$ cat src/rtl/baud_gen_frac.sv
// rtl/baud_gen_frac.sv - fractional baud-rate generator with preset/custom divisor and glitch-free reload
//
// Generates rx_tick (oversample strobe) and tx_tick (bit strobe, every OVS-th
// rx_tick) from a fixed-point divisor {int, frac}. The divisor comes from one
// of eight presets or from a custom runtime value. A new divisor is applied
// only at a tx_tick (or right away while disabled), so the TX bit in progress
// is never stretched or cut short.
//
// Ports:
//   clk, reset_n        clock, asynchronous active-low reset
//   en                  generator enable
//   cfg_mode            0 = preset from bd_rate, 1 = custom div_int/div_frac
//   bd_rate             preset index (1200 .. 115200 baud)
//   div_int, div_frac   custom divisor, cycles per oversample period
//   cfg_load            one-cycle request to load a new divisor
//   resync              realign phase to mid-bit (RX start-bit edge)
//   rx_tick, tx_tick    one-cycle strobes
//   cfg_ack, cfg_err    one-cycle load status pulses
//   active_div          divisor currently in use, {int, frac}
module baud_gen_frac #(
    parameter int CLK_FREQ   = 50_000_000,
    parameter int OVS        = 16,
    parameter int DIV_W      = 16,
    parameter int FRAC_W     = 4,
    parameter int RST_PRESET = 3
) (
    input  logic                      clk,
    input  logic                      reset_n,
    input  logic                      en,
    input  logic                      cfg_mode,
    input  logic [2:0]                bd_rate,
    input  logic [DIV_W-1:0]          div_int,
    input  logic [FRAC_W-1:0]         div_frac,
    input  logic                      cfg_load,
    input  logic                      resync,
    output logic                      rx_tick,
    output logic                      tx_tick,
    output logic                      cfg_ack,
    output logic                      cfg_err,
    output logic [DIV_W+FRAC_W-1:0]   active_div
);

    localparam int DW   = DIV_W + FRAC_W;
    localparam int CW   = DIV_W + 1;
    localparam int PH_W = (OVS > 1) ? $clog2(OVS) : 1;

    function automatic longint rate_of(input int idx);
        case (idx)
            0:       return longint'(1200);
            1:       return longint'(2400);
            2:       return longint'(4800);
            3:       return longint'(9600);
            4:       return longint'(19200);
            5:       return longint'(38400);
            6:       return longint'(57600);
            default: return longint'(115200);
        endcase
    endfunction

    // round(CLK_FREQ * 2^FRAC_W / (rate * OVS)) done as (2x/d + 1) / 2
    function automatic logic [DW-1:0] calc_div(input longint rate);
        longint num;
        longint q;
        num = longint'(CLK_FREQ) * (longint'(1) << FRAC_W) * 2;
        q   = (num / (rate * longint'(OVS)) + 1) / 2;
        return q[DW-1:0];
    endfunction

    localparam logic [DW-1:0] PRESETS [8] = '{
        calc_div(rate_of(0)), calc_div(rate_of(1)), calc_div(rate_of(2)), calc_div(rate_of(3)),
        calc_div(rate_of(4)), calc_div(rate_of(5)), calc_div(rate_of(6)), calc_div(rate_of(7))
    };
    localparam logic [DW-1:0] RST_DIV = calc_div(rate_of(RST_PRESET));

    if (OVS < 2) begin : g_bad_ovs
        $error("baud_gen_frac: OVS must be >= 2");
    end
    if (RST_PRESET < 0 || RST_PRESET > 7) begin : g_bad_rst
        $error("baud_gen_frac: RST_PRESET must be 0..7");
    end
    for (genvar gi = 0; gi < 8; gi++) begin : g_chk_preset
        if (calc_div(rate_of(gi)) < DW'(2 << FRAC_W)) begin : g_bad
            $error("baud_gen_frac: preset integer divisor below 2");
        end
    end

    logic [DW-1:0]     r_div;       // divisor driving the counters
    logic [DW-1:0]     r_active;    // reported divisor, trails r_div by one cycle
    logic [DW-1:0]     r_pend_div;
    logic              r_pend;
    logic              r_applied;
    logic              r_run;       // low on the enabling edge so the first period is a full L_0
    logic [CW-1:0]     r_cnt;
    logic [FRAC_W-1:0] r_acc;
    logic [PH_W-1:0]   r_phase;
    logic              r_rx_tick;
    logic              r_tx_tick;
    logic              r_cfg_ack;
    logic              r_cfg_err;

    logic [DIV_W-1:0]  w_int;
    logic [FRAC_W-1:0] w_frac;
    logic [FRAC_W:0]   w_sum;
    logic [CW-1:0]     w_last;
    logic              w_wrap;
    logic              w_phase_end;
    logic              w_tx;
    logic              w_apply;
    logic [DW-1:0]     w_cand;
    logic              w_cand_bad;
    logic              w_load_ok;

    assign w_int       = r_div[DW-1:FRAC_W];
    assign w_frac      = r_div[FRAC_W-1:0];
    assign w_sum       = {1'b0, r_acc} + {1'b0, w_frac};
    // period length is int plus the accumulator carry; counter runs 0..L-1
    assign w_last      = {1'b0, w_int} + CW'(w_sum[FRAC_W]) - CW'(1);
    assign w_wrap      = en && r_run && !resync && (r_cnt == w_last);
    assign w_phase_end = (r_phase == PH_W'(OVS - 1));
    assign w_tx        = w_wrap && w_phase_end;
    assign w_apply     = r_pend && (w_tx || !en);
    assign w_cand      = cfg_mode ? {div_int, div_frac} : PRESETS[bd_rate];
    assign w_cand_bad  = cfg_mode && (div_int < DIV_W'(2));
    assign w_load_ok   = cfg_load && !w_cand_bad;

    always_ff @(posedge clk or negedge reset_n) begin
        if (!reset_n) begin
            r_div      <= RST_DIV;
            r_active   <= RST_DIV;
            r_pend_div <= '0;
            r_pend     <= 1'b0;
            r_applied  <= 1'b0;
            r_run      <= 1'b0;
            r_cnt      <= '0;
            r_acc      <= '0;
            r_phase    <= '0;
            r_rx_tick  <= 1'b0;
            r_tx_tick  <= 1'b0;
            r_cfg_ack  <= 1'b0;
            r_cfg_err  <= 1'b0;
        end else begin
            r_active  <= r_div;
            r_applied <= w_apply;
            r_cfg_ack <= r_applied;
            r_cfg_err <= cfg_load && w_cand_bad;

            // a load landing on an application point queues behind the one applied
            if (w_load_ok) begin
                r_pend     <= 1'b1;
                r_pend_div <= w_cand;
            end else if (w_apply) begin
                r_pend <= 1'b0;
            end
            if (w_apply) begin
                r_div <= r_pend_div;
            end

            if (!en) begin
                r_run     <= 1'b0;
                r_cnt     <= '0;
                r_acc     <= '0;
                r_phase   <= '0;
                r_rx_tick <= 1'b0;
                r_tx_tick <= 1'b0;
            end else if (resync) begin
                r_run     <= 1'b1;
                r_cnt     <= '0;
                r_acc     <= '0;
                r_phase   <= PH_W'(OVS / 2);
                r_rx_tick <= 1'b0;
                r_tx_tick <= 1'b0;
            end else if (!r_run) begin
                r_run     <= 1'b1;
                r_rx_tick <= 1'b0;
                r_tx_tick <= 1'b0;
            end else if (w_wrap) begin
                r_cnt     <= '0;
                r_rx_tick <= 1'b1;
                r_tx_tick <= w_phase_end;
                r_phase   <= w_phase_end ? '0 : r_phase + PH_W'(1);
                // a newly applied divisor starts with a clean accumulator
                r_acc     <= w_apply ? '0 : w_sum[FRAC_W-1:0];
            end else begin
                r_cnt     <= r_cnt + CW'(1);
                r_rx_tick <= 1'b0;
                r_tx_tick <= 1'b0;
            end
        end
    end

    assign rx_tick    = r_rx_tick;
    assign tx_tick    = r_tx_tick;
    assign cfg_ack    = r_cfg_ack;
    assign cfg_err    = r_cfg_err;
    assign active_div = r_active;

endmodule

$ cat config.mk
export PLATFORM = sky130hd
export DESIGN_NAME = baud_gen_frac
export DESIGN_NICKNAME = d
export VERILOG_FILES = /design/src/rtl/baud_gen_frac.sv
export SDC_FILE = /design/constraint.sdc
export NUM_CORES = 1
export LEC_CHECK = 0
export BUFFER_PORTS_ARGS = -buffer_cell sky130_fd_sc_hd__buf_2
export CORE_ASPECT_RATIO = 0.75
export CORE_MARGIN = 2
export CORE_UTILIZATION = 55
export DETAILED_ROUTE_END_ITERATION = 8
export PLACE_DENSITY = 0.76
export REMOVE_ABC_BUFFERS = 1
export SLEW_MARGIN = 15
export SYNTH_ARGS = -nofsm -noshare
export SYNTH_HDL_FRONTEND = slang
export SYNTH_SLANG_ARGS = --single-unit
$ cat constraint.sdc
create_clock -name clk -period 4.5 [get_ports clk]
set_input_delay 0.225 -clock clk [delete_from_list [all_inputs] [get_ports clk]]
set_output_delay 0.225 -clock clk [all_outputs]
set_load 0.01 [all_outputs]
# [Word-level counts from Yosys, hierarchy flattened]
# Memories as Yosys holds them, arrays and structs flattened.
# Index checks and enable logic that the tools add are counted.
[totals] register_bits=92 output_inout_bits=24 wordCells=68 memories=1 romBits=160
[op_classes] mux=28 bitwise=1 magnitude_cmp=2 n_reduce_logical=14 n_eq_ne=4 add_sub_neg=5
[mem_list] memory="(name not given)" words=8 word_bits=20 read_ports=1 rd_clocked_by_memory_dff=0 wr=0 line_no="122" source="assign w_cand = cfg_mode ? {div_int, div_frac} : PRESETS[bd_rate];"
[ops] operator="two-way mux 17 bit" n=4
[ops] operator="two-way mux 20 bit" n=3
[ops] operator="two-way mux 4 bit" n=10
[ops] operator="adder 16 x 1 -> 17 bit" n=1
[ops] operator="adder 17 x 1 -> 17 bit (second input constant)" n=1
[ops] operator="equality test 17 bit" n=1
[ops] operator="subtractor 17 x 1 -> 17 bit (second input constant)" n=1
[ops] operator="less-than comparator 16 x 2 -> 1 bit (second input constant)" n=1
[ops] operator="two-way mux 1 bit" n=11
[ops] operator="logical AND 1 bit" n=8
[ops] operator="inequality test 3 x 1 -> 1 bit (second input constant)" n=2
[ops] operator="adder 4 x 4 -> 5 bit" n=1
[ops] operator="adder 4 x 1 -> 4 bit (second input constant)" n=1
[ops] operator="equality test 4 bit (second input constant)" n=1
[ops] operator="greater-or-equal comparator 4 bit (second input constant)" n=1
[ops] operator="inverter 3 -> 4 bit" n=1
[ops] operator="logical NOT 1 bit" n=3
[ops] operator="AND reduction 2 bit" n=1
[ops] operator="nonzero test 2 bit" n=1
[ops] operator="logical OR 1 bit" n=1

# [Depth between registers and ports, before layout]
# Gate-level depths: netlist of run 1.
[depth] ltp_word=13 mapped_depth=16

# [Worst setup path before layout of run 1]
# Ideal clock, no wire load.
[synth_path] path_type="reg2reg" from="reg r_div[0]" to="reg r_div[0]" arrival_ns=3.780 path_stages_with_launch=17 period_less_slack_ns=3.906 setup_ns=0.125 n_path_buf=1 path_slack_ns=0.594 t_required_ns=4.375 cell_sequence="dfrtp_1 ha_1 inv_1 fa_1 nor2b_1 o21a_1 nor2_1 ha_1 ha_1 xor2_1 nand4_1 or4b_4 nor4_4 nand4b_4 o41ai_4 buf_6 mux2_4"
[synth_between] elab_chain_len=8
[synth_rtl] element="from (decl)" line_no="87" source="logic [DW-1:0] r_div;"
[synth_rtl] element="from (signal assigned)" line_no="155" source="r_div <= r_pend_div;"
[synth_rtl] element="adder 4 x 4 -> 5 bit" line_no="115" source="assign w_sum = {1'b0, r_acc} + {1'b0, w_frac};"
[synth_rtl] element="adder 16 x 1 -> 17 bit" line_no="117" source="assign w_last = {1'b0, w_int} + CW'(w_sum[FRAC_W]) - CW'(1);"
[synth_rtl] element="subtractor 17 x 1 -> 17 bit" line_no="117"
[synth_rtl] element="equality test 17 bit" line_no="118" source="assign w_wrap = en && r_run && !resync && (r_cnt == w_last);"
[synth_rtl] element="logical AND 1 bit" line_no="118"
[synth_rtl] element="logical AND 1 bit" line_no="120" source="assign w_tx = w_wrap && w_phase_end;"
[synth_rtl] element="logical OR 1 bit" line_no="121" source="assign w_apply = r_pend && (w_tx || !en);"
[synth_rtl] element="logical AND 1 bit" line_no="121"
# Every way passes these cells.
# A chain may end at the register's enable or synchronous reset.

# [Worst setup path after layout of run 1]
[layout_path] from="reg r_div[0]" to="reg r_div[19]"
# Same word-level chain as after synthesis.

==> results by stage, run 1 <==
Outcome:
- The flow ran to the end, and the final reports show no timing, DRC or antenna violations.

Yosys:
- The warning count from the yosys run is 0.
- The prevailing post-synth register cell is sky130_fd_sc_hd__dfrtp_1.
- The post-synthesis average cell area is 10.7 um2.
- In this run the cell area of the synthesized design comes to 4820 um2.
- The mux cell area share after synthesis is 8.65%.
- The basic-gate share of the synthesized area counting and, or, nand and nor cells is 18.7%.
- Synthesis inferred 92 register bits.
- The number of distinct library cell variants in the gate-level netlist after synthesis is 66.
- After Yosys synthesis, full adders, half adders and majority gates account for 4.05% of the synthesized area.
- After Yosys synthesis, XOR and XNOR cells account for 6.54% of the synthesized area.
- The share of the Yosys chip area taken by registers is 48.0%.
- The share of synthesized registers carrying an async set or reset is 100%.
- Summing the areas of all compound-gate instances in the mapped netlist gives 10.3% of the synthesized area.
- The dominant combinational cell family by area after synthesis is simple AND/OR/NAND/NOR gates.
- Synthesis produced 451 cells.
- In this run, synthesis inferred 0 flip-flops with an integrated enable.

CTS:
- The total clock sinks is 92.
- The TritonCTS clock tree is done.
- The H-tree generated during clock tree synthesis spans 3 levels.
- The clock tree root driver cell is sky130_fd_sc_hd__clkbuf_16.
- In this run the deepest clock path goes through 2 buffers.
- Buffers inserted during clock tree synthesis total 9.
- The register clock-pin slew on the reported worst setup and hold paths is 0.08 ns.
- The clock latency reported for the late side of the worst-skew pair is 0.36 ns.

Layout:
- The final cell utilization of the core is 65.6%.
- At the end of the flow, the number of nets in the layout was 551.
- The fraction of final layout cells with drive strength greater than 1 is 25.8%.
- The final antenna diode count is 0.
- The post-layout instance area is 5570 um2.
- The area growth from synthesis to layout is 15.6%.

Routing:
- The count of nets left with antenna violations after detail routing is 0.
- For this block, the routed nets add up to 10700 um of wire.
- The final routed DRC violation total is 0.
- The first-iteration detailed-routing DRC count is 229.
- In the final routed layout, each cell accounts on average for 17.2 um.
- The total number of vias is 3580.
- The number of detailed-route iterations in the first pass is 6.
- In the routed layout, each cell is associated on average with a via count of 5.77.

Critical path:
- In this run the worst path has a maximum fanout of 11.
- The worst setup path is launched from a register.
- The worst setup path is captured at a register.
- The setup check on the worst reg-to-reg path leaves a slack of 0.16 ns.
- The critical path is of the reg2reg type.
- The critical register-to-register path endpoint is r_div[19]$_DFFE_PN0P_.
- In this run the critical register-to-register path is launched from r_div[0]$_DFFE_PN0P_.
- The worst reg-to-reg path cell count is 17.
- At the worst endpoint, the arrival time is 4.59 ns.
- The required time of the worst setup path is 4.75 ns.

Placement:
- The number of input and output port buffers inserted is 52.
- The placed standard-cell area is 5150 um2.
- The sum of net half-perimeters after detailed placement is 7410 um.
- The post-placement setup slack is 0.125 ns.
- The final weighted congestion in routability-driven placement is 0.896.

Min path:
- The sink of the worst hold path is r_run$_DFF_PN0_.
- The tightest min-delay check is of the in2reg type.
- The startpoint identified for the worst hold timing path is en.
- The count of cells along the worst hold path is 1.

Global routing:
- Entering global routing, the biggest net connects 52 pins.
- Across every metal layer, demand over resource in global routing totals 22.9%.
- In this run the most used layer during global routing was met2.
- The global routing met3 resource utilization is 6.43%.
- The global-route wire length before repair is 17100 um.
- Global routing consumed, on the met1 layer, 32.1% of the routing resources.
- For this run the aggregate overflow at the end of global routing stands at 0.
- Global routing used 36.1% of the available met2 tracks.
- The initial antenna violation count is 0.
- The via count of the first global-routing pass was 3431.

Timing:
- The total of endpoints with negative setup slack in the final report is 0.
- The max-slew violation total from the final report came to 0.
- The final cycle utilization of the critical path is 96.4%.
- The sum of negative setup slack is 0 ns.
- The actual transition at the worst max-transition pin is 0.700 ns.
- Static timing analysis puts the maximum clock frequency at 231 MHz.
- The worst path in the final design needs a cycle of 4.34 ns, including I/O delays and setup.
- The number of hold-slack violations in the final timing report is 0.
- Once routing completed, OpenROAD measured the worst setup slack at 0.163 ns.
- In this run the tightest slew margin relative to its limit is 52.9%.
- Across the routed clock network, the largest skew measured is 0.0119 ns.

Die:
- The overall die width is 112 um.
- The initial core utilization is 56.7%.
- The floorplan core area is 8490 um2.
- The area enclosed by the die boundary is 9530 um2.
- The number of primary I/O pins is 53.
- The floorplan has 29 rows.
- The die outline height is 85.1 um.

Power and ir drop:
- The power density normalized to cell area is 399 nW/um2.
- The analysis attributes to cell leakage a power of 2.51 nW.
- The worst voltage drop across the vdd grid is 322 uV.

Run:
- The max-capacitance violation count is 0.
## per-stage QoR
| step | hold WS, ns | cells | total power [W] |
|---|---|---|---|
| 5_1_grt | 0.0652 | 620 | 0.00231 |
| 2_1_floorplan | -0.0706 | 432 | 0.00128 |
| 3_3_place_gp | 0.244 | 596 | 0.00141 |
| 6_report | 0.0673 | 620 | 0.00222 |
| 3_5_place_dp | 0.254 | 596 | 0.00143 |
| 4_1_cts | 0.0615 | 613 | 0.00220 |
## cells in the final DEF (no fill, tap or decap), types with 11 or more instances in the layout
cell	synthesis	routed
sky130_fd_sc_hd__ha_1	14	13
sky130_fd_sc_hd__dfrtp_1	82	82
sky130_fd_sc_hd__mux2_4	19	19
sky130_fd_sc_hd__mux2i_1	12	12
sky130_fd_sc_hd__nor2_1	36	36
sky130_fd_sc_hd__o21ai_0	24	24
sky130_fd_sc_hd__nor3_1	11	11
sky130_fd_sc_hd__xor2_1	21	21
sky130_fd_sc_hd__buf_2	1	51
sky130_fd_sc_hd__a21oi_1	25	25
sky130_fd_sc_hd__xnor2_1	15	15
sky130_fd_sc_hd__nand2_1	42	41
sky130_fd_sc_hd__inv_1	18	18
## critical path, cell delays in order, from the launching register on
cell	delay (ns)
sky130_fd_sc_hd__dfrtp_1	0.43
sky130_fd_sc_hd__ha_1	0.24
sky130_fd_sc_hd__inv_1	0.07
sky130_fd_sc_hd__fa_1	0.20
sky130_fd_sc_hd__nor2b_2	0.06
sky130_fd_sc_hd__o21a_1	0.16
sky130_fd_sc_hd__nor2_1	0.12
sky130_fd_sc_hd__ha_1	0.27
sky130_fd_sc_hd__ha_2	0.28
sky130_fd_sc_hd__nor3b_4	0.39
sky130_fd_sc_hd__nand3_2	0.18
sky130_fd_sc_hd__a2111oi_2	0.42
sky130_fd_sc_hd__a211oi_1	0.14
sky130_fd_sc_hd__nand4b_4	0.22
sky130_fd_sc_hd__o41ai_4	0.35
sky130_fd_sc_hd__buf_4	0.19
sky130_fd_sc_hd__buf_12	0.16
sky130_fd_sc_hd__mux2_2	0.34
## area by class of cell
| cell class | instances | area [um2] |
|---|---|---|
| fillers | 677 | 2920 |
| multi-input cells | 322 | 2360 |
| flip-flops and latches | 92 | 2310 |
| repair buffers | 64 | 385 |
| clock buffers | 9 | 225 |
| well taps | 108 | 135 |
| clock inverters | 7 | 83.8 |
| inverters | 18 | 67.6 |
## layer usage
metal	vias to the layer above	wire length, um
met1	1772	5030
met3	13	550
li1	1700	-
met2	95	4950
met4	0	115
met5	-	0
## state kept, by name (all words and copies together) (netlist names)
name and flops:
active_div 20, r_div 20, r_pend_div 20, r_cnt 17
r_acc 4, r_phase 4, cfg_ack 1, cfg_err 1
r_applied 1, r_pend 1, r_run 1, rx_tick 1
tx_tick 1
## cells by family (layout without fill, tap and decap cells)
logic type / Yosys count / in the layout
compound gates: 76 / 76
xor+xnor: 36 / 36
fa+ha+maj: 15 / 15
buf+inv: 37 / 98
flops: 92 / 92
mux: 32 / 32
simple gates: 163 / 163
## cell usage after synthesis, drive strengths merged, types with 4 or more instances
cell | n | area share [%]
nand3 | 10 | 1.0
xor2 | 21 | 3.8
dfstp | 10 | 5.5
or3 | 6 | 0.83
a21oi | 25 | 2.6
buf | 8 | 1.4
nor2 | 37 | 2.9
o31ai | 4 | 0.91
mux2i | 12 | 2.5
inv | 18 | 1.4
ha | 14 | 3.6
o21ai | 25 | 2.6
nand4 | 9 | 1.2
nor4 | 12 | 2.0
clkbuf | 11 | 0.86
mux2 | 20 | 6.2
dfrtp | 82 | 43
xnor2 | 15 | 2.7
nor3 | 13 | 1.7
nand2b | 6 | 0.78
nand2 | 42 | 3.3
nor2b | 7 | 0.91
## what timing repair did
item | CTS | global route
resized for setup | 0 | 7
buffers inserted | 0 | 6
endpoints found under the setup margin | 0 | 28
hold buffers | 1 | 0
hold endpoints to repair | 38 | 0
## worst max path at each step
stage / from / endpoint / slack, ns
final: r_div[0]$_DFFE_PN0P_ / r_div[19]$_DFFE_PN0P_ / 0.16
after global placement: r_div[0]$_DFFE_PN0P_ / r_div[19]$_DFFE_PN0P_ / 0.33
after detailed placement: r_div[0]$_DFFE_PN0P_ / r_div[19]$_DFFE_PN0P_ / 0.12
after floorplan: r_div[0]$_DFFE_PN0P_ / r_div[19]$_DFFE_PN0P_ / -0.17
after global routing: r_div[0]$_DFFE_PN0P_ / r_div[19]$_DFFE_PN0P_ / -0.03
after CTS: r_div[0]$_DFFE_PN0P_ / r_div[19]$_DFFE_PN0P_ / 0.05
## power by group
part           total, W  internal, W  switching, W
Sequential      0.00101     0.000924     0.0000907
Clock          0.000780     0.000400      0.000380
Combinational  0.000425     0.000197      0.000228
No activity file was read; power rests on OpenSTA's default activity.
==> run 2, diff against run 1 <==
--- a/config.mk
+++ b/config.mk
@@ -5,7 +5,7 @@
 export SDC_FILE = /design/constraint.sdc
 export NUM_CORES = 1
 export LEC_CHECK = 0
-export BUFFER_PORTS_ARGS = -buffer_cell sky130_fd_sc_hd__buf_2
+export BUFFER_PORTS_ARGS = -buffer_cell sky130_fd_sc_hd__clkbuf_2
 export CORE_ASPECT_RATIO = 0.75
 export CORE_MARGIN = 2
 export CORE_UTILIZATION = 55
==> results by stage, run 2 (synthesis gave the netlist of run 1 again) <==
CTS:
- The clock tree root driver cell is sky130_fd_sc_hd__clkbuf_16.
- The total clock sinks is 92 (unchanged).
- The maximum level of the CTS H-tree came to 3 (unchanged).
- TritonCTS built the clock tree.
- The number of buffers added by the clock tree synthesis step was 9 (unchanged).
- The maximum buffer depth of the clock tree is 2 (unchanged).
- The clock latency reported for the late side of the worst-skew pair is 0.35 ns (about the same).
- The register clock-pin slew on the reported worst setup and hold paths is 0.07 ns (about the same).

Critical path:
- The cell type of the slowest stage on the worst timing path is sky130_fd_sc_hd__or4b_4.
- Walking the worst path, the cells encountered are ha_1 > inv_1 > fa_1 > nor2b_1 > o21a_1 > nor2_1 > ha_1 > ha_2 > xor2_1 > nand4_1 > or4b_4 > nor4_4 > nand4b_4 > o41ai_4 > buf_4 > buf_12 > mux2_2.
- The arrival time of data at the critical path endpoint is 4.55 ns (-0.04 ns).
- The required time of the worst setup path is 4.73 ns (-0.02 ns).
- The nature of the critical path startpoint is a register.
- The most used cell along the critical path is sky130_fd_sc_hd__ha_1.
- The largest fanout on the critical path came to 11 (unchanged).
- The stage delay of the slowest cell on the critical path came to 0.57 ns (+0.14 ns).
- The start-to-end type of the worst setup path is reg2reg.
- The endpoint class of the critical path is a register.

Die:
- The overall die width is 112 um (unchanged).
- The floorplan row count is 29 (unchanged).
- The number of primary I/O pins came to 53 (unchanged).
- The area enclosed by the die boundary is 9530 um2 (unchanged).
- The initial core utilization is 56.7% (unchanged).
- The die outline height is 85.1 um (unchanged).
- The floorplan core area came to 8490 um2 (unchanged).

Placement:
- The number of input and output port buffers inserted was 52 (unchanged).
- The post-placement setup slack was 0.0656 ns (-0.0592 ns).
- The final weighted congestion in routability-driven placement is 0.901 (+0.54%).
- The sum of net half-perimeters after detailed placement is 7240 um (-2.2%).

Layout:
- The library cells used most frequently in the layout, excluding fill and tap cells, are sky130_fd_sc_hd__dfrtp_1, sky130_fd_sc_hd__clkbuf_2, sky130_fd_sc_hd__nand2_1, sky130_fd_sc_hd__nor2_1, sky130_fd_sc_hd__a21oi_1.
- The area growth from synthesis to layout is 14.6%.
- The final cell utilization of the core is 65.1% (-0.52 points).
- The final antenna diode count is 0 (unchanged).
- The library cell used most frequently in the layout, excluding fill and tap cells, is sky130_fd_sc_hd__dfrtp_1.
- The fraction of final layout cells with drive strength greater than 1 is 24.9% (-0.88 points).
- The net count of the finished layout is 549 (-0.36%).

Global routing:
- The global-route usage over all layers is 22.5% (-0.42 points).
- The global-route wire length before repair came to 16800 um (-1.9%).
- The via count of the first global-routing pass came to 3371 (-1.7%).
- The total congestion overflow after global routing is 0 (unchanged).
- The largest net degree at the start of global routing is 61 (+17%).
- The initial antenna violation count was 0 (unchanged).

Routing:
- The number of vias per cell came to 5.72 (-0.97%).
- The count of nets left with antenna violations after detail routing is 0 (unchanged).
- The final routed DRC violation total is 0 (unchanged).
- The average wire per cell in the routed design is 16.5 um (-4.0%).
- The first-iteration detailed-routing DRC count came to 179 (-22%).
- The number of detailed-route iterations in the first pass is 5 (-1).
- The total detailed-routing wirelength is 10200 um (-4.3%).
- The total number of vias came to 3534 (-1.3%).

Timing:
- The shortest period the worst path allows was 4.32 ns (-0.0185 ns).
- The final cycle utilization of the critical path is 96.0% (-0.41 points).
- The maximum operating frequency is 232 MHz (+0.43%).
- The total of endpoints with negative setup slack in the final report is 0 (unchanged).
- The actual transition at the worst max-transition pin was 0.731 ns (+0.0309 ns).
- The max-slew violation total from the final report is 0 (unchanged).
- The worst setup skew after layout is 0.00764 ns (-0.00428 ns).
- The max-slew headroom at the worst pin is 51.3% (-1.6 points).
- The worst setup slack after layout is 0.182 ns (+0.0185 ns).
- The number of hold-slack violations in the final timing report is 0 (unchanged).

Power and ir drop:
- The power density normalized to cell area is 393 nW/um2 (-1.5%).
- The sequential share of power is 46.8% (+1.1 points).
- The worst voltage drop across the vdd grid came to 317 uV (-1.3%).
- The proportion of power drawn by combinational gates is 19.4% (+0.3 points).
- The net switching fraction of the power is 30.3% (-1.2 points).
- The internal portion of total power was 0.00151 W (-0.61%).
- The leakage power is 2.50 nW (-0.67%).
- The clock group share of total power is 33.8% (-1.3 points).
- The net switching power is 0.000657 W (-5.9%).

Outcome:
- The flow ran to the end, and the final reports show no timing, DRC or antenna violations.

Run:
- The max-capacitance violation count is 0 (unchanged).

Min path:
- The type of the worst min-delay path is in2reg.
[run 2: cell count changes in the layout (fill, tap and decap cells not counted), moves of 2 or more]
cell,change
sky130_fd_sc_hd__buf_2,-51
sky130_fd_sc_hd__clkbuf_2,+51
sky130_fd_sc_hd__buf_4,-2
sky130_fd_sc_hd__inv_8,-2
[run 2: routing by layer]
| layer | vias to the layer above | GRT usage [%] | part of all wire [%] |
|---|---|---|---|
| li1 | 1700 | - | - |
| met3 | 17 | 5.21 | 6.0 |
| met2 | 103 | 33.6 | 45 |
| met5 | - | 0 | 0 |
| met4 | 0 | 7.65 | 1.5 |
| met1 | 1714 | 32.7 | 48 |
[run 2: path summary, 6_finish.rpt]
check / slack, ns / from / depth (start not counted) / end
worst max-delay path: 0.18 / r_div[0]$_DFFE_PN0P_ / 17 / r_div[19]$_DFFE_PN0P_
worst min-delay path: 0.08 / en / 1 / r_run$_DFF_PN0_
max in group asynchronous: 3.08 / reset_n / 3 / r_pend_div[17]$_DFFE_PN0P_
min in group asynchronous: 0.34 / reset_n / 2 / r_cnt[11]$_DFFE_PN0P_
worst min register to register: 0.35 / r_applied$_DFF_PN0_ / 0 / cfg_ack$_DFF_PN0_
worst max register to register: 0.18 / r_div[0]$_DFFE_PN0P_ / 17 / r_div[19]$_DFFE_PN0P_
[run 2: area by class of cell]
class                   count  area [um2]
well taps                 108         135
repair buffers             62         370
inverters                  18        67.6
clock inverters             7        67.6
clock buffers               9         225
multi-input cells         322        2340
fillers                   663        2970
flip-flops and latches     92        2310
[run 2: power by group through the flow]
stage	Sequential [W]	Combinational (W)	Clock [W]
after floorplan	0.00102	0.000262	0
after global placement	0.00102	0.000389	0
after detailed placement	0.00103	0.000400	0
after CTS	0.00101	0.000404	0.000754
after global routing	0.00103	0.000459	0.000789
final	0.00101	0.000421	0.000733
[run 2: critical path, delay by kind of cell, from the launching register on]
kind                       cells  cell delay [ns]
buffers and inverters          3             0.41
muxes                          1             0.34
xor gates and xnor gates       1             0.15
adders and majority gates      4             1.20
AOI/OAI and AO/OA              2             0.47
and+or+nand+nor                6             1.25
DFF                            1             0.39
[run 2: repair_timing]
| action | in CTS | in global routing |
|---|---|---|
| buffers inserted | 0 | 4 |
| hold buffers | 1 | 0 |
| gates resized for setup | 0 | 4 |
| endpoints found under the hold margin | 29 | 0 |
| setup endpoints to repair | 0 | 22 |
[run 2: per-stage QoR]
stage / setup TNS (ns) / std cells / hold WS, ns / power (W) / area [um2]
2_1_floorplan: -1.82 / 432 / -0.0706 / 0.00128 / 4710
3_3_place_gp: 0 / 596 / 0.185 / 0.00141 / 5150
3_5_place_dp: 0 / 596 / 0.187 / 0.00143 / 5150
4_1_cts: 0 / 613 / 0.0706 / 0.00217 / 5450
5_1_grt: -0.00993 / 618 / 0.0766 / 0.00228 / 5520
6_report: 0 / 618 / 0.0793 / 0.00217 / 5520
